===== src/rtl/vram_pkg.sv =====
// Shared types and constants for the VRAM plane arbiter.
// Lane packing of mem_q / gfx_data is {bg3,bg2,bg1,fg3,fg2,fg1}, plane FG1 in the low byte.
package vram_pkg;

    localparam int unsigned ADDR_W = 13;
    localparam int unsigned PLANES = 6;
    localparam int unsigned LANE_W = 8;
    localparam int unsigned Q_W    = PLANES * LANE_W;

    localparam int unsigned FG1 = 0;
    localparam int unsigned FG2 = 1;
    localparam int unsigned FG3 = 2;
    localparam int unsigned BG1 = 3;
    localparam int unsigned BG2 = 4;
    localparam int unsigned BG3 = 5;

    typedef enum logic [2:0] {
        ST_IDLE,
        ST_GFX_ISSUE,
        ST_GFX_CAPT,
        ST_CPU_ISSUE,
        ST_CPU_CAPT,
        ST_ACK
    } state_t;

    // Request attributes that must survive past the issue cycle
    typedef struct packed {
        logic       cpu;
        logic       wr;
        logic [7:0] rd_bank;
    } grant_t;

    function automatic logic [LANE_W-1:0] plane_lane(input logic [Q_W-1:0] q, input int unsigned idx);
        return q[idx*LANE_W +: LANE_W];
    endfunction

endpackage


===== src/rtl/vram_arbiter_if.sv =====
// CPU port, gfx fetch port and shared VRAM plane port of the arbiter.
// slave = arbiter side, master = requesters plus plane memory.
interface vram_arbiter_if;
    import vram_pkg::*;

    logic              cpu_req;
    logic              cpu_wr;
    logic [ADDR_W-1:0] cpu_addr;
    logic [7:0]        cpu_din;
    logic [7:0]        rd_bank;
    logic [PLANES-1:0] wr_mask;
    logic [7:0]        cpu_dout;
    logic              cpu_ack;
    logic              cpu_wait_n;

    logic              gfx_req;
    logic [ADDR_W-1:0] gfx_addr;
    logic              gfx_ack;
    logic [Q_W-1:0]    gfx_data;

    logic [ADDR_W-1:0] mem_addr;
    logic [7:0]        mem_din;
    logic              mem_we_n;
    logic [PLANES-1:0] mem_ce_n;
    logic [Q_W-1:0]    mem_q;

    modport slave (
        input  cpu_req, cpu_wr, cpu_addr, cpu_din, rd_bank, wr_mask,
        input  gfx_req, gfx_addr, mem_q,
        output cpu_dout, cpu_ack, cpu_wait_n, gfx_ack, gfx_data,
        output mem_addr, mem_din, mem_we_n, mem_ce_n
    );

    modport master (
        output cpu_req, cpu_wr, cpu_addr, cpu_din, rd_bank, wr_mask,
        output gfx_req, gfx_addr, mem_q,
        input  cpu_dout, cpu_ack, cpu_wait_n, gfx_ack, gfx_data,
        input  mem_addr, mem_din, mem_we_n, mem_ce_n
    );

endinterface


===== src/rtl/vram_bank_decode.sv =====
// Read-bank decode: bank 1..6 -> one plane enabled (active-low CE), else none.
module vram_bank_decode
    import vram_pkg::*;
(
    input  logic [7:0]        bank,
    output logic [PLANES-1:0] ce_n,
    output logic              valid
);

    always_comb begin
        ce_n  = '1;
        valid = 1'b0;
        for (int unsigned i = 0; i < PLANES; i++) begin
            if (bank == 8'(i + 1)) begin
                ce_n[i] = 1'b0;
                valid   = 1'b1;
            end
        end
    end

endmodule


===== src/rtl/vram_arbiter.sv =====
// Time-multiplexes the six VRAM planes between the Z80 port and gfx scanout fetch.
// Optional CPU anti-starvation counter enabled by defining VRAM_ARB_FAIR_EN.
module vram_arbiter
    import vram_pkg::*;
#(
    parameter int unsigned STARVE_LIMIT = 4
) (
    input logic          clk,
    input logic          reset,
    vram_arbiter_if.slave bus
);

    state_t            state, state_d;
    grant_t            grant_q, grant_d;
    logic [ADDR_W-1:0] mem_addr_q, mem_addr_d;
    logic [7:0]        mem_din_q, mem_din_d;
    logic              mem_we_n_q, mem_we_n_d;
    logic [PLANES-1:0] mem_ce_n_q, mem_ce_n_d;
    logic              cpu_ack_q, cpu_ack_d;
    logic              gfx_ack_q, gfx_ack_d;
    logic [7:0]        cpu_dout_q, cpu_dout_d;
    logic [Q_W-1:0]    gfx_data_q, gfx_data_d;

    logic              grant_gfx, grant_cpu, cpu_force;
    logic [7:0]        dec_bank;
    logic [PLANES-1:0] dec_ce_n;
    logic              dec_valid;
    logic [7:0]        cpu_lane;

    // Live bank while choosing the CE pattern, latched bank for the capture mux
    assign dec_bank = (state == ST_IDLE) ? bus.rd_bank : grant_q.rd_bank;

    vram_bank_decode u_bank_decode (
        .bank  (dec_bank),
        .ce_n  (dec_ce_n),
        .valid (dec_valid)
    );

    assign grant_gfx = (state == ST_IDLE) && bus.gfx_req && !(cpu_force && bus.cpu_req);
    assign grant_cpu = (state == ST_IDLE) && bus.cpu_req && !grant_gfx;

`ifdef VRAM_ARB_FAIR_EN
    localparam int unsigned CNT_W = $clog2(STARVE_LIMIT + 1);

    logic [CNT_W-1:0] starve_q, starve_d;

    assign cpu_force = (starve_q == CNT_W'(STARVE_LIMIT));

    // Count gfx wins that left a CPU request waiting
    always_comb begin
        starve_d = starve_q;
        if (grant_cpu) begin
            starve_d = '0;
        end else if (grant_gfx) begin
            starve_d = bus.cpu_req ? starve_q + 1'b1 : '0;
        end
    end

    always_ff @(posedge clk or posedge reset) begin
        if (reset) begin
            starve_q <= '0;
        end else begin
            starve_q <= starve_d;
        end
    end
`else
    assign cpu_force = 1'b0;
`endif

    // Byte of the single enabled plane; no plane enabled reads as FF
    always_comb begin
        cpu_lane = '0;
        for (int unsigned i = 0; i < PLANES; i++) begin
            if (!dec_ce_n[i]) begin
                cpu_lane = cpu_lane | plane_lane(bus.mem_q, i);
            end
        end
        if (!dec_valid) begin
            cpu_lane = 8'hFF;
        end
    end

    always_comb begin
        state_d    = state;
        grant_d    = grant_q;
        mem_addr_d = mem_addr_q;
        mem_din_d  = mem_din_q;
        mem_we_n_d = 1'b1;
        mem_ce_n_d = '1;
        cpu_ack_d  = 1'b0;
        gfx_ack_d  = 1'b0;
        cpu_dout_d = cpu_dout_q;
        gfx_data_d = gfx_data_q;

        unique case (state)
            ST_IDLE: begin
                if (grant_gfx) begin
                    state_d    = ST_GFX_ISSUE;
                    grant_d    = '0;
                    mem_addr_d = bus.gfx_addr;
                    mem_ce_n_d = '0;
                end else if (grant_cpu) begin
                    state_d    = ST_CPU_ISSUE;
                    grant_d    = '{cpu: 1'b1, wr: bus.cpu_wr, rd_bank: bus.rd_bank};
                    mem_addr_d = bus.cpu_addr;
                    if (bus.cpu_wr) begin
                        mem_we_n_d = 1'b0;
                        mem_ce_n_d = ~bus.wr_mask;
                        mem_din_d  = bus.cpu_din;
                    end else begin
                        mem_ce_n_d = dec_ce_n;
                    end
                end
            end
            ST_GFX_ISSUE: state_d = ST_GFX_CAPT;
            ST_GFX_CAPT: begin
                state_d    = ST_ACK;
                gfx_data_d = bus.mem_q;
                gfx_ack_d  = 1'b1;
            end
            ST_CPU_ISSUE: begin
                if (grant_q.wr) begin
                    state_d   = ST_ACK;
                    cpu_ack_d = 1'b1;
                end else begin
                    state_d = ST_CPU_CAPT;
                end
            end
            ST_CPU_CAPT: begin
                state_d    = ST_ACK;
                cpu_dout_d = cpu_lane;
                cpu_ack_d  = 1'b1;
            end
            ST_ACK:  state_d = ST_IDLE;
            default: state_d = ST_IDLE;
        endcase
    end

    always_ff @(posedge clk or posedge reset) begin
        if (reset) begin
            state      <= ST_IDLE;
            grant_q    <= '0;
            mem_addr_q <= '0;
            mem_din_q  <= '0;
            mem_we_n_q <= 1'b1;
            mem_ce_n_q <= '1;
            cpu_ack_q  <= 1'b0;
            gfx_ack_q  <= 1'b0;
            cpu_dout_q <= 8'hFF;
            gfx_data_q <= '0;
        end else begin
            state      <= state_d;
            grant_q    <= grant_d;
            mem_addr_q <= mem_addr_d;
            mem_din_q  <= mem_din_d;
            mem_we_n_q <= mem_we_n_d;
            mem_ce_n_q <= mem_ce_n_d;
            cpu_ack_q  <= cpu_ack_d;
            gfx_ack_q  <= gfx_ack_d;
            cpu_dout_q <= cpu_dout_d;
            gfx_data_q <= gfx_data_d;
        end
    end

    assign bus.mem_addr   = mem_addr_q;
    assign bus.mem_din    = mem_din_q;
    assign bus.mem_we_n   = mem_we_n_q;
    assign bus.mem_ce_n   = mem_ce_n_q;
    assign bus.cpu_ack    = cpu_ack_q;
    assign bus.gfx_ack    = gfx_ack_q;
    assign bus.cpu_dout   = cpu_dout_q;
    assign bus.gfx_data   = gfx_data_q;
    assign bus.cpu_wait_n = !(bus.cpu_req && !cpu_ack_q);

endmodule


===== src/flat_wrapper.sv =====
// flat-port wrapper written by rule: the top's interface ports become plain ports
module vram_arbiter_flat import vram_pkg::*;
#(
    parameter int unsigned STARVE_LIMIT = 4
)
  (clk, reset, bus_cpu_req, bus_cpu_wr, bus_cpu_addr, bus_cpu_din, bus_rd_bank, bus_wr_mask, bus_gfx_req, bus_gfx_addr, bus_mem_q, bus_cpu_dout, bus_cpu_ack, bus_cpu_wait_n, bus_gfx_ack, bus_gfx_data, bus_mem_addr, bus_mem_din, bus_mem_we_n, bus_mem_ce_n);
  vram_arbiter_if bus_i ();
  input logic clk;
  input logic reset;
  input wire logic [$bits(bus_i.cpu_req)-1:0] bus_cpu_req;
  input wire logic [$bits(bus_i.cpu_wr)-1:0] bus_cpu_wr;
  input wire logic [$bits(bus_i.cpu_addr)-1:0] bus_cpu_addr;
  input wire logic [$bits(bus_i.cpu_din)-1:0] bus_cpu_din;
  input wire logic [$bits(bus_i.rd_bank)-1:0] bus_rd_bank;
  input wire logic [$bits(bus_i.wr_mask)-1:0] bus_wr_mask;
  input wire logic [$bits(bus_i.gfx_req)-1:0] bus_gfx_req;
  input wire logic [$bits(bus_i.gfx_addr)-1:0] bus_gfx_addr;
  input wire logic [$bits(bus_i.mem_q)-1:0] bus_mem_q;
  output wire logic [$bits(bus_i.cpu_dout)-1:0] bus_cpu_dout;
  output wire logic [$bits(bus_i.cpu_ack)-1:0] bus_cpu_ack;
  output wire logic [$bits(bus_i.cpu_wait_n)-1:0] bus_cpu_wait_n;
  output wire logic [$bits(bus_i.gfx_ack)-1:0] bus_gfx_ack;
  output wire logic [$bits(bus_i.gfx_data)-1:0] bus_gfx_data;
  output wire logic [$bits(bus_i.mem_addr)-1:0] bus_mem_addr;
  output wire logic [$bits(bus_i.mem_din)-1:0] bus_mem_din;
  output wire logic [$bits(bus_i.mem_we_n)-1:0] bus_mem_we_n;
  output wire logic [$bits(bus_i.mem_ce_n)-1:0] bus_mem_ce_n;
  assign bus_i.cpu_req = bus_cpu_req;
  assign bus_i.cpu_wr = bus_cpu_wr;
  assign bus_i.cpu_addr = bus_cpu_addr;
  assign bus_i.cpu_din = bus_cpu_din;
  assign bus_i.rd_bank = bus_rd_bank;
  assign bus_i.wr_mask = bus_wr_mask;
  assign bus_i.gfx_req = bus_gfx_req;
  assign bus_i.gfx_addr = bus_gfx_addr;
  assign bus_i.mem_q = bus_mem_q;
  assign bus_cpu_dout = bus_i.cpu_dout;
  assign bus_cpu_ack = bus_i.cpu_ack;
  assign bus_cpu_wait_n = bus_i.cpu_wait_n;
  assign bus_gfx_ack = bus_i.gfx_ack;
  assign bus_gfx_data = bus_i.gfx_data;
  assign bus_mem_addr = bus_i.mem_addr;
  assign bus_mem_din = bus_i.mem_din;
  assign bus_mem_we_n = bus_i.mem_we_n;
  assign bus_mem_ce_n = bus_i.mem_ce_n;
  vram_arbiter #(.STARVE_LIMIT(STARVE_LIMIT)) u_core (.clk(clk), .reset(reset), .bus(bus_i));
endmodule

===== config.mk =====
export PLATFORM = sky130hd
export DESIGN_NAME = vram_arbiter_flat
export DESIGN_NICKNAME = d
export VERILOG_FILES = /design/src/rtl/vram_pkg.sv /design/src/rtl/vram_arbiter_if.sv /design/src/rtl/vram_bank_decode.sv /design/src/rtl/vram_arbiter.sv /design/src/flat_wrapper.sv
export SDC_FILE = /design/constraint.sdc
export NUM_CORES = 1
export LEC_CHECK = 0
export ABC_AREA = 1
export CAP_MARGIN = 20
export CORE_ASPECT_RATIO = 0.6
export CORE_MARGIN = 2
export CORE_UTILIZATION = 44
export CTS_CLUSTER_DIAMETER = 200
export DETAILED_ROUTE_END_ITERATION = 10
export MAX_ROUTING_LAYER = met4
export PLACE_DENSITY_LB_ADDON = 0.12
export SYNTH_ARGS = -nofsm -noshare
export SYNTH_HDL_FRONTEND = slang
export SYNTH_SLANG_ARGS = --single-unit

===== constraint.sdc =====
create_clock -name clk -period 3.2 [get_ports clk]
set_input_delay 0.32 -clock clk [delete_from_list [all_inputs] [get_ports clk]]
set_output_delay 0.32 -clock clk [all_outputs]
set_load 0.01 [all_outputs]

## After elaboration in Yosys (flattened, before gate mapping)

Index checks and enable logic that the tools add are counted.
W data, S select, Z words.

| storage, ports and cells | value |
|---|---|
| register bits | 98 |
| input port bits | 101 |
| output and inout port bits | 87 |
| logic and storage cells | 80 |

| operators by class | value |
|---|---|
| equality and inequality tests | 11 |
| muxes and demuxes | 39 |
| bitwise logic cells | 7 |
| reductions and logical operators | 12 |

Operators by type and width:

| operator | number |
|---|---|
| $mux W8 | 8 |
| $or A8 B8 Y8 | 5 |
| $mux W13 | 2 |
| $eq A8 B3 Y1 const B | 3 |
| $mux W6 | 4 |
| $mux W1 | 19 |
| $mux W9 | 2 |
| $eq A8 B2 Y1 const B | 2 |
| $pmux W3 S4 | 1 |
| $eq A8 B1 Y1 const B | 1 |
| $eq A3 B2 Y1 const B | 2 |
| $mux W3 | 2 |
| $not A6 Y6 | 1 |
| $logic_and A1 B1 Y1 | 4 |
| $reduce_and A4 Y1 | 1 |
| $eq A3 B1 Y1 const B | 1 |
| $eq A3 B3 Y1 const B | 1 |
| $logic_not A1 Y1 | 3 |
| $logic_not A3 Y1 | 1 |
| $ne A3 B1 Y1 const B | 1 |
| $pmux W1 S2 | 1 |
| $reduce_and A2 Y1 | 1 |
| $reduce_bool A2 Y1 | 1 |
| $reduce_or A2 Y1 | 1 |
| $not A1 Y1 | 1 |

## Longest topological paths before layout

Gate-level depths: netlist of run 1.

| depth | value |
|---|---|
| word-level depth | 15 |
| mapped depth | 12 |
| depth with buffers taken out | 11 |

## Cells and area by module

From an unflattened synthesis of run 1, not the netlist that was laid out.

| unflattened totals | value |
|---|---|
| cell total of the unflattened synthesis | 601 |
| area, all modules | 4,629.4 sq um |

Modules (own cells, without submodules):

| module | times used | cells each | area an instance (sq um) | sequential area each (sq um) |
|---|---|---|---|---|
| vram_arbiter | 1 | 566 | 4,479.3 | 2,471.1 |
| vram_bank_decode | 1 | 35 | 150.1 | 0.0 |

## Worst setup path before layout of run 1

No wires, ideal clock.

| timing | value |
|---|---|
| kind | reg-to-reg |
| start | reg u_core.state[1] |
| end | reg u_core.mem_addr_q[10] (netlist: u_core.bus.mem_addr[10]) |
| setup time | 0.124 ns |
| data arrival time | 1.502 ns |
| required time | 3.076 ns |
| path slack | 1.574 ns |
| stages on the path, launching flop included | 11 |
| path buffers | 2 |
| clock period less this slack | 1.626 ns |
| cells stage by stage | dfrtp_1 > nor2_4 > nand2_4 > buf_8 > inv_6 > nand2_1 > nand2_2 > inv_2 > buf_2 > a21oi_1 > a21oi_1 |

| on the way | value |
|---|---|
| longest elaborated chain between the ends | 6 |
| elaborated cells between the ends (all ways) | 8 |
| classes of those cells | mux (1); reduce/logical (7) |

Ends and longest elaborated chain:

| element | line | RTL |
|---|---|---|
| from (decl) | vram_arbiter.sv:13 | `state_t state, state_d;` |
| from (signal assigned) | vram_arbiter.sv:152 | `state <= state_d;` |
| $logic_not A3 Y1 * | vram_arbiter.sv:39, vram_arbiter.sv:40, vram_arbiter.sv:95 |  |
| $logic_and A1 B1 Y1 | vram_arbiter.sv:39 | `assign grant_gfx = (state == ST_IDLE) && bus.gfx_req && !(cpu_force && bus.cpu_req);` |
| $logic_not A1 Y1 | vram_arbiter.sv:40 | `assign grant_cpu = (state == ST_IDLE) && bus.cpu_req && !grant_gfx;` |
| $logic_and A1 B1 Y1 | vram_arbiter.sv:40 |  |
| $reduce_bool A2 Y1 (no line) | - |  |
| $reduce_and A2 Y1 (no line) | - |  |
| to (signal assigned) | vram_arbiter.sv:154 | `mem_addr_q <= mem_addr_d;` |
| to (decl) | vram_arbiter.sv:15 | `logic [ADDR_W-1:0] mem_addr_q, mem_addr_d;` |

Every way passes the cells marked *; elsewhere a longest branch is shown, timed or not.
A chain may end at the register's enable or synchronous reset.

## Final worst setup path of run 1

| timing | value |
|---|---|
| start | reg u_core.state[0] |
| end | reg u_core.state[1] |

| on the way | value |
|---|---|
| longest elaborated chain between the ends | 5 |
| elaborated cells between the ends (all ways) | 13 |
| classes of those cells | eq/ne (5); mux (2); reduce/logical (6) |

Ends and longest elaborated chain:

| element | line |
|---|---|
| $logic_not A3 Y1 | vram_arbiter.sv:39, vram_arbiter.sv:40, vram_arbiter.sv:95 |
| $logic_and A1 B1 Y1 | vram_arbiter.sv:39 |
| $logic_not A1 Y1 | vram_arbiter.sv:40 |
| $logic_and A1 B1 Y1 | vram_arbiter.sv:40 |
| $ne A3 B1 Y1 (no line) | - |

Parallel ways exist; a longest one is shown, timed or not.

==> impl_metrics.ini, run 1 <==
[cells_and_area]
syn_to_final_growth_pct = 47.6
drive_gt1_frac = 0.0872
fillers = 866
final_common_cell = nand2_1
multiInputGateArea_sq_mm = 0.00192
mostFrequentLayoutCells = 238 x nand2_1, 187 x clkdlybuf4s50_1, 83 x dfrtp_1
register_area_sq_mm = 0.00247
nets = 841
diodes = 0

[pwr]
peakVddDrop_uv = 532
internal_power_mw = 4.04
clock_power_share = 0.148
swShare = 0.423
switching_power_mw = 2.96
leakage_nw = 3.26
power.density_mw_per_mm2 = 1020
pwr-share-seq = 0.320
pwr-share-comb = 0.532

[clock_tree]
cts.root.buffer_cell = clkbuf_16
cts_buffer_depth = 2
cts_tree = yes
cts_resized = 0
htree_levels = 3
clock-sinks = 98
cts_hold_buf = 0
clock_latency_ns = 0.34
cts_made_buffers = 9
clk_pin_slew_ns = 0.07
postCtsSetupBuffers = 0

[floorplanning]
die_area_sq_mm = 0.0115
start_util = 0.446
io_pins = 188
rows = 29
die_w_microns = 137
die_h_microns = 83.7
core-area_sq_mm = 0.0105

[logic_synthesis]
syn_inst = 562
syn_nets = 663
synth_compound_area_frac = 0.0674
synth_cell_types = 31
ys_seq_elements = 98
syn_area_sq_mm = 0.00466
synthAdderAreaFrac = 0
ys_seq_area_frac = 0.530
muxShareOfSynthArea = 0
synth_top_family_by_area = simple AND/OR/NAND/NOR gates
ys_warn_count = 0
postSynthAreaPerCell_sq_um = 8.29
synthXorXnorAreaFrac = 0
synthSimpleGateAreaFrac = 0.342

[global_routing]
grt_max_degree = 51
grt_pass1_wl_microns = 22400
grt.overflow.total = 0
grt_pass1_vias = 4273
antenna_found_initial = 0
grt_use_total = 0.262

[sta]
min_period_over_period = 0.726
rsz0062_at_grt = false
slew_viol_final = 0
fin_skew_ns = 0.00444
post-route-worst-setup-slack_ns = 0.878
final_hold_viol_count = 0
fin_crit_ns = 2.32
setup_tns_ns = 0
tightest_slew_ns = 0.784
clock.fmax_mhz = 431
slew_headroom = 0.475
setup_viol = 0

[detailed_routing]
detail_route.wl_per_cell_microns = 16.0
drtAntennaViolNets = 0
drcViolationCount = 0
viasPerCell = 5.06
first_pass_iters = 5
vias = 4469
drtIter0Drc = 355
wirelength_microns = 14100

[critical_path]
ff2ff_path_depth = 9
r2r_end = u_core.state[1]
start_kind = register
setup.worst_path.class = reg2reg
crit_required_ns = 3.43
r2r-start = u_core.state[0]
worstPathMaxFanout = 19
worst_setup_path_end_kind = register
crit_end = u_core.state[1]
critPathLaunch = u_core.state[0]
crit_path_top_delay_cell = dfrtp_1
slowest_delay_ns = 0.48
critPathArrivalTime_ns = 2.56
rrSetupSlack_ns = 0.88
path_cells = inv_2, nand2_4, nor2_4, inv_1, nand2_2, inv_2, nand2_1, o211ai_1, inv_1

[job]
cap_violations = 0

[placement]
dp_worst_setup_slack_ns = 0.688
io_buffers = 187
place.gp.congestion = 0.927
hpwl_microns = 10600

[status]
status = finished, final reports clean

[hold_path]
hold_path.class = in2async
==> cell usage after synthesis <==
library cell | count | area (sq um)
buf_4 | 3 | 22.5
a211oi_1 | 4 | 30.0
inv_1 | 23 | 86.3
nand2_4 | 7 | 78.8
nand4_1 | 42 | 263
o31ai_1 | 1 | 7.51
inv_6 | 1 | 8.76
inv_2 | 5 | 18.8
a22o_1 | 1 | 8.76
nor2_8 | 3 | 60.1
nor3_1 | 4 | 20.0
a21oi_1 | 36 | 180
o21a_1 | 1 | 7.51
buf_1 | 1 | 3.75
o21ai_0 | 3 | 15.0
buf_2 | 5 | 25.0
buf_8 | 1 | 15.0
nand3_2 | 1 | 10.0
nand2_2 | 6 | 37.5
inv_4 | 1 | 6.26
clkbuf_1 | 10 | 37.5
o21ai_4 | 2 | 32.5
dfstp_2 | 15 | 394
o22ai_1 | 4 | 25.0
dfrtp_1 | 83 | 2080
o211ai_1 | 1 | 7.51
nor2_4 | 2 | 22.5
buf_6 | 5 | 56.3
nand2_1 | 238 | 893
nor2_1 | 45 | 169
nand3_1 | 8 | 40.0
==> power by group through the flow <==
| stage | combinational [mW] | clock [mW] | sequential, mW |
|---|---|---|---|
| detailed placement | 3.72 | 0 | 2.25 |
| global placement | 3.63 | 0 | 2.22 |
| global route | 4.11 | 1.11 | 2.31 |
| CTS | 3.74 | 1.05 | 2.24 |
| floorplan | 2.02 | 0 | 2.45 |
| finish | 3.72 | 1.03 | 2.24 |
==> kinds of logic after synthesis <==
| logic type | Yosys count |
|---|---|
| and+or+nand+nor | 356 |
| DFF | 98 |
| buffers and inverters | 55 |
| AOI/OAI and AO/OA | 53 |
==> area by class of cell <==
type / count / area share
Sequential cell: 98 / 0.359
Multi-Input combinational cell: 409 / 0.279
Timing Repair Buffer: 192 / 0.278
Clock buffer: 11 / 0.0353
Tap cell: 139 / 0.0253
Inverter: 30 / 0.0178
Clock inverter: 5 / 0.00582
==> worst min path at each step <==
stage	from	to	slack, ns
2_1_floorplan	bus_wr_mask[2]	u_core.bus.mem_ce_n[2]	0.38
3_3_place_gp	u_core.bus.gfx_data[19]	u_core.bus.gfx_data[19]	0.45
3_5_place_dp	u_core.bus.gfx_data[1]	u_core.bus.gfx_data[1]	0.46
4_1_cts	reset	u_core.bus.gfx_data[14]	0.43
5_1_grt	reset	u_core.bus.mem_din[5]	0.46
6_report	reset	u_core.bus.gfx_data[14]	0.41
==> layer usage <==
metal,vias up,GRT usage,part of all wire
met1,2078,0.397,0.48
li1,2185,-,-
met5,-,-,0
met4,0,0.0590,0.011
met2,189,0.344,0.42
met3,17,0.0777,0.093
==> worst max-delay path, delay by kind of cell (launching register included) <==
family / cells / cell delay, ns
and+or+nand+nor: 4 / 0.74
DFF: 1 / 0.48
buffers and inverters: 4 / 0.88
AOI/OAI and AO/OA: 1 / 0.11
==> sequential cells by signal, indices dropped and copies added, names as in the netlist, 3 cells and up <==
signal and count:
u_core.bus.mem_addr 13, u_core.bus.gfx_data 48, u_core.state 3, u_core.bus.cpu_dout 8, u_core.bus.mem_ce_n 6, u_core.bus.mem_din 8
u_core.grant_q 9
==> metrics by stage <==
stage	area (sq um)	hold WS, ns	utilization	power, mW	cells
global placement	6590	0.453	0.631	5.85	868
floorplan	4660	0.379	-	4.47	562
global route	6880	0.456	0.658	7.52	884
detailed placement	6590	0.458	0.631	5.97	868
CTS	6880	0.429	0.658	7.03	884
finish	6880	0.408	0.658	6.99	884
(Power assumes the default switching activity.)
==> run 2, diff against run 1 <==
clock period = 2.4 ns   (was 3.2 ns; I/O delays follow)
==> run 2 against run 1 <==
Against the previous run: worst hold slack worse by 0.035 ns; total power is 36% higher; core utilization up 0.71 points; wire length up 3.0%; largest power group unchanged; highest routed layer unchanged.
==> impl_metrics.ini, run 2 (synthesis gave the netlist of run 1 again) <==
[sta]
fin_skew_ns = 0.00833
slew_headroom = 0.632
fin_crit_ns = 1.99
slew_viol_final = 0
rsz0062_at_grt = false
final_hold_viol_count = 0
clock.fmax_mhz = 503
setup_viol = 0
min_period_over_period = 0.829
tightest_slew_ns = 0.552
setup_tns_ns = 0

[global_routing]
grt_max_degree = 99
grt.overflow.total = 0
grt_pass1_vias = 4346
grt_pass1_wl_microns = 22800
antenna_found_initial = 0
grt_use_total = 0.268

[floorplanning]
die_w_microns = 137
rows = 29
io_pins = 188
core-area_sq_mm = 0.0105
start_util = 0.446
die_h_microns = 83.7
die_area_sq_mm = 0.0115

[cells_and_area]
design_area_sq_mm = 0.00695
drive_gt1_frac = 0.0931
register_area_sq_mm = 0.00247
multiInputGateArea_sq_mm = 0.00192
mostFrequentLayoutCells = 238 x nand2_1, 187 x clkdlybuf4s50_1, 83 x dfrtp_1
syn_to_final_growth_pct = 49.1
largest_reg_flops = 48
post-route-util = 0.665
fillers = 863
nets = 848
diodes = 0
final_common_cell = nand2_1

[critical_path]
slowest_delay_ns = 0.47
rrSetupSlack_ns = 0.41
cpMostUsedCell = nand2_1
cp.depth = 10
ff2ff_path_depth = 10
critPathArrivalTime_ns = 2.25
start_kind = register
path_cells = inv_2, nand2_4, nand2_1, nand2_2, nand2_1, inv_1, nand4_1, nand2_1, nor2_1, a21oi_1
crit_family = simple AND/OR/NAND/NOR gates
setup.worst_path.class = reg2reg
crit_path_top_delay_cell = dfrtp_1
crit_buf_inv = 2
crit_required_ns = 2.66
worstPathMaxFanout = 11
worst_setup_path_end_kind = register

[detailed_routing]
first_pass_iters = 4
detail_route.wl_per_cell_microns = 16.3
drcViolationCount = 0
viasPerCell = 5.12
drtIter0Drc = 369
wirelength_microns = 14600
drtAntennaViolNets = 0
vias = 4558

[job]
cap_violations = 0

[clock_tree]
cts_buffer_depth = 2
clock_latency_ns = 0.34
postCtsSetupBuffers = 0
clock-sinks = 98
cts_tree = yes
cts_hold_buf = 0
cts_resized = 0
cts.root.buffer_cell = clkbuf_16
htree_levels = 3
cts_made_buffers = 9
clk_pin_slew_ns = 0.07

[pwr]
peakVddDrop_uv = 632
power.density_mw_per_mm2 = 1370
leakage_nw = 3.29
p_total_mw = 9.54

[placement]
place.gp.congestion = 0.949
io_buffers = 187
postPlaceCellArea_sq_mm = 0.00668
hpwl_microns = 10900

[status]
status = finished, final reports clean

[hold_path]
hold_path.class = in2async
==> run 2: cell types whose count changed in the layout (fill, tap and decap cells not counted), sizes merged <==
cell / before / now
inv: 30 / 29
clkbuf: 11 / 12
buf: 5 / 12
==> run 2: metrics by stage <==
stage,hold WS [ns],setup slack [ns],cells
floorplan,0.299,0.774,562
global placement,0.454,0.474,875
detailed placement,0.459,0.450,875
CTS,0.411,0.442,891
global route,0.422,0.276,891
finish,0.374,0.412,891
==> run 2: where the power goes <==
group | switching, mW | total, mW | internal (mW)
sequential | 0.462 | 2.98 | 2.52
combinational | 2.94 | 5.24 | 2.29
clock | 0.615 | 1.32 | 0.704
==> run 2: worst min-delay path, stage by stage <==
cell	delay (ns)
clkdlybuf4s50_1	0.44
clkinvlp_4	0.10
buf_12	0.38
==> run 2: per-layer routing <==
metal | GRT usage | part of all wire | up-vias
met2 | 0.368 | 0.41 | 190
met3 | 0.0613 | 0.085 | 10
met5 | - | 0 | -
met4 | 0.0590 | 0.0081 | 0
li1 | - | - | 2197
met1 | 0.405 | 0.49 | 2161
==> run 2: area by class of cell <==
| type | instances | area share |
|---|---|---|
| Clock inverter | 4 | 0.00414 |
| Timing Repair Buffer | 199 | 0.288 |
| Sequential cell | 98 | 0.356 |
| Inverter | 30 | 0.0178 |
| Clock buffer | 12 | 0.0340 |
| Tap cell | 139 | 0.0250 |
| Multi-Input combinational cell | 409 | 0.276 |
==> run 2: path summary, 6_finish.rpt <==
path                                                end                     from
worst max-delay path             u_core.bus.cpu_dout[2]          u_core.state[0]
worst min-delay path            u_core.bus.gfx_data[24]                    reset
worst max register to register   u_core.bus.cpu_dout[2]          u_core.state[0]
worst min register to register  u_core.bus.gfx_data[36]  u_core.bus.gfx_data[36]
max in group asynchronous        u_core.bus.cpu_dout[0]                    reset
min in group clk                 u_core.bus.mem_ce_n[4]           bus_wr_mask[4]
==> run 3, diff against run 2 <==
CORE_UTILIZATION = 39   (was 44)
clock period = 1.7 ns   (was 2.4 ns; I/O delays follow)
==> run 3 against run 2 <==
Against the previous run: wire length grew 4.2%; largest power group unchanged; register-to-register slack worse by 0.44 ns; non-clock buffer count increased by 22; clock power is 48% higher; count of clock-buffer cells in the layout is 1 lower; clock skew is 0.0024 ns lower; critical path depth fell by 1; largest cell class unchanged; the flow now finishes with violations (negative setup slack); highest routed layer unchanged; global-route usage is 2.2 points lower; final cell count is 4.8% higher.
==> impl_metrics.ini, run 3 (synthesis gave the netlist of run 1 again) <==
[critical_path]
crit_family = simple AND/OR/NAND/NOR gates
critPathArrivalTime_ns = 1.99
setup.worst_path.class = reg2reg
crit_buf_inv = 1
crit_required_ns = 1.96
slowest_delay_ns = 0.41
start_kind = register
worst_setup_path_end_kind = register
path_cells = nor2_4, nand2_8, nand3_1, nand2_4, buf_4, nand4_1, nand2_1, nor2_1, a21oi_1
worstPathMaxFanout = 11
crit_path_top_delay_cell = dfrtp_1

[clock_tree]
clock_latency_ns = 0.35
htree_levels = 3
cts_made_buffers = 9
cts.root.buffer_cell = clkbuf_16
cts_tree = yes
clock-sinks = 98
cts_hold_buf = 0
cts_buffer_depth = 2
clk_pin_slew_ns = 0.07

[floorplanning]
core-area_sq_mm = 0.0115
die_w_microns = 145
io_pins = 188
rows = 30
die_h_microns = 88.7
start_util = 0.406
die_area_sq_mm = 0.0129

[cells_and_area]
fillers = 1001
diodes = 0
final_cells = 934
final_common_cell = nand2_1
syn_to_final_growth_pct = 56.4
largest_reg_flops = 48
drive_gt1_frac = 0.142
mostFrequentLayoutCells = 236 x nand2_1, 187 x clkdlybuf4s50_1, 83 x dfrtp_1
design_area_sq_mm = 0.00729
nets = 870

[global_routing]
grt_use_total = 0.246
grt-busiest-layer = met1
antenna_found_initial = 0
grt_max_degree = 50
grt_util_met3 = 0.0608
use_met1 = 0.368
grt.overflow.total = 0
met2_usage = 0.331
grt_pass1_wl_microns = 23700
grt_pass1_vias = 4394

[detailed_routing]
drcViolationCount = 0
wirelength_microns = 15200
drtAntennaViolNets = 0
viasPerCell = 4.95
first_pass_iters = 5
drtIter0Drc = 333
detail_route.wl_per_cell_microns = 16.2
vias = 4620

[placement]
postPlaceCellArea_sq_mm = 0.00688
place.gp.congestion = 0.893
io_buffers = 187
dpl.cell_count = 912
hpwl_microns = 11400

[status]
status = finished, violations left
violations = negative setup slack

[pwr]
switching_power_mw = 5.96
peakVddDrop_uv = 838
power.density_mw_per_mm2 = 1960
clock_power_share = 0.136
pwr-share-seq = 0.294
pwr-share-comb = 0.569
internal_power_mw = 8.36
leakage_nw = 3.44
swShare = 0.416

[sta]
fin_skew_ns = 0.00594
rsz0062_at_grt = true
post-route-worst-setup-slack_ns = -0.0261
slew_headroom = 0.760
slew_viol_final = 0
tightest_slew_ns = 0.358
min_period_over_period = 1.02
clock.fmax_mhz = 579
fin_crit_ns = 1.73
setup_viol = 2
final_hold_viol_count = 0

[hold_path]
hold_path.class = in2async

[job]
cap_violations = 0
run 3: repair_timing:
| item | 4_1_cts | 5_1_grt |
|---|---|---|
| resized for setup | 6 | 17 |
| pin swaps | 6 | 2 |
| cloned | 0 | 0 |
| setup buffers | 3 | 3 |
| setup endpoints to repair | 9 | 35 |
run 3: area by class of cell:
cell class	instances	area, sq um	area share
Timing Repair Buffer	221	2230	0.306
Multi-Input combinational cell	409	1980	0.272
Tap cell	160	200	0.0275
Clock buffer	11	243	0.0333
Inverter	30	126	0.0173
Sequential cell	98	2470	0.339
Clock inverter	5	38.8	0.00532
run 3: worst paths after layout:
check,from,end,slack [ns],depth (start not counted)
worst max-delay path,u_core.state[1],u_core.bus.cpu_dout[2],-0.03,9
worst min-delay path,reset,u_core.bus.gfx_data[10],0.1,2
min in group clk,bus_wr_mask[3],u_core.bus.mem_ce_n[3],0.34,2
worst min register to register,u_core.bus.gfx_data[32],u_core.bus.gfx_data[32],0.47,2
worst max register to register,u_core.state[1],u_core.bus.cpu_dout[2],-0.03,9
max in group asynchronous,reset,u_core.bus.mem_ce_n[1],1.03,3
run 3: power by group through the flow:
stage	clock network [mW]	logic, mW	registers, mW
2_1_floorplan	0	3.79	4.61
3_3_place_gp	0	7.60	4.19
3_5_place_dp	0	7.80	4.22
4_1_cts	2.00	7.98	4.21
5_1_grt	2.11	8.84	4.35
6_report	1.95	8.15	4.21
run 3: through the flow:
stage	hold slack, ns	util	setup slack [ns]	TNS [ns]	power, mW
2_1_floorplan	0.229	-	0.0742	0	8.41
3_3_place_gp	0.453	0.599	-0.00887	-0.0194	11.8
3_5_place_dp	0.457	0.599	-0.0654	-0.340	12.0
4_1_cts	0.0888	0.627	-0.0146	-0.0146	14.2
5_1_grt	0.0948	0.635	-0.108	-1.28	15.3
6_report	0.0982	0.635	-0.0261	-0.0409	14.3
run 3: routing by layer:
layer / routed length [microns] / up-vias / share of wire
li1: - / 2236 / -
met5: 0 / - / 0
met2: 6150 / 186 / 0.41
met1: 7680 / 2182 / 0.51
met4: 159 / 0 / 0.010
met3: 1170 / 16 / 0.077
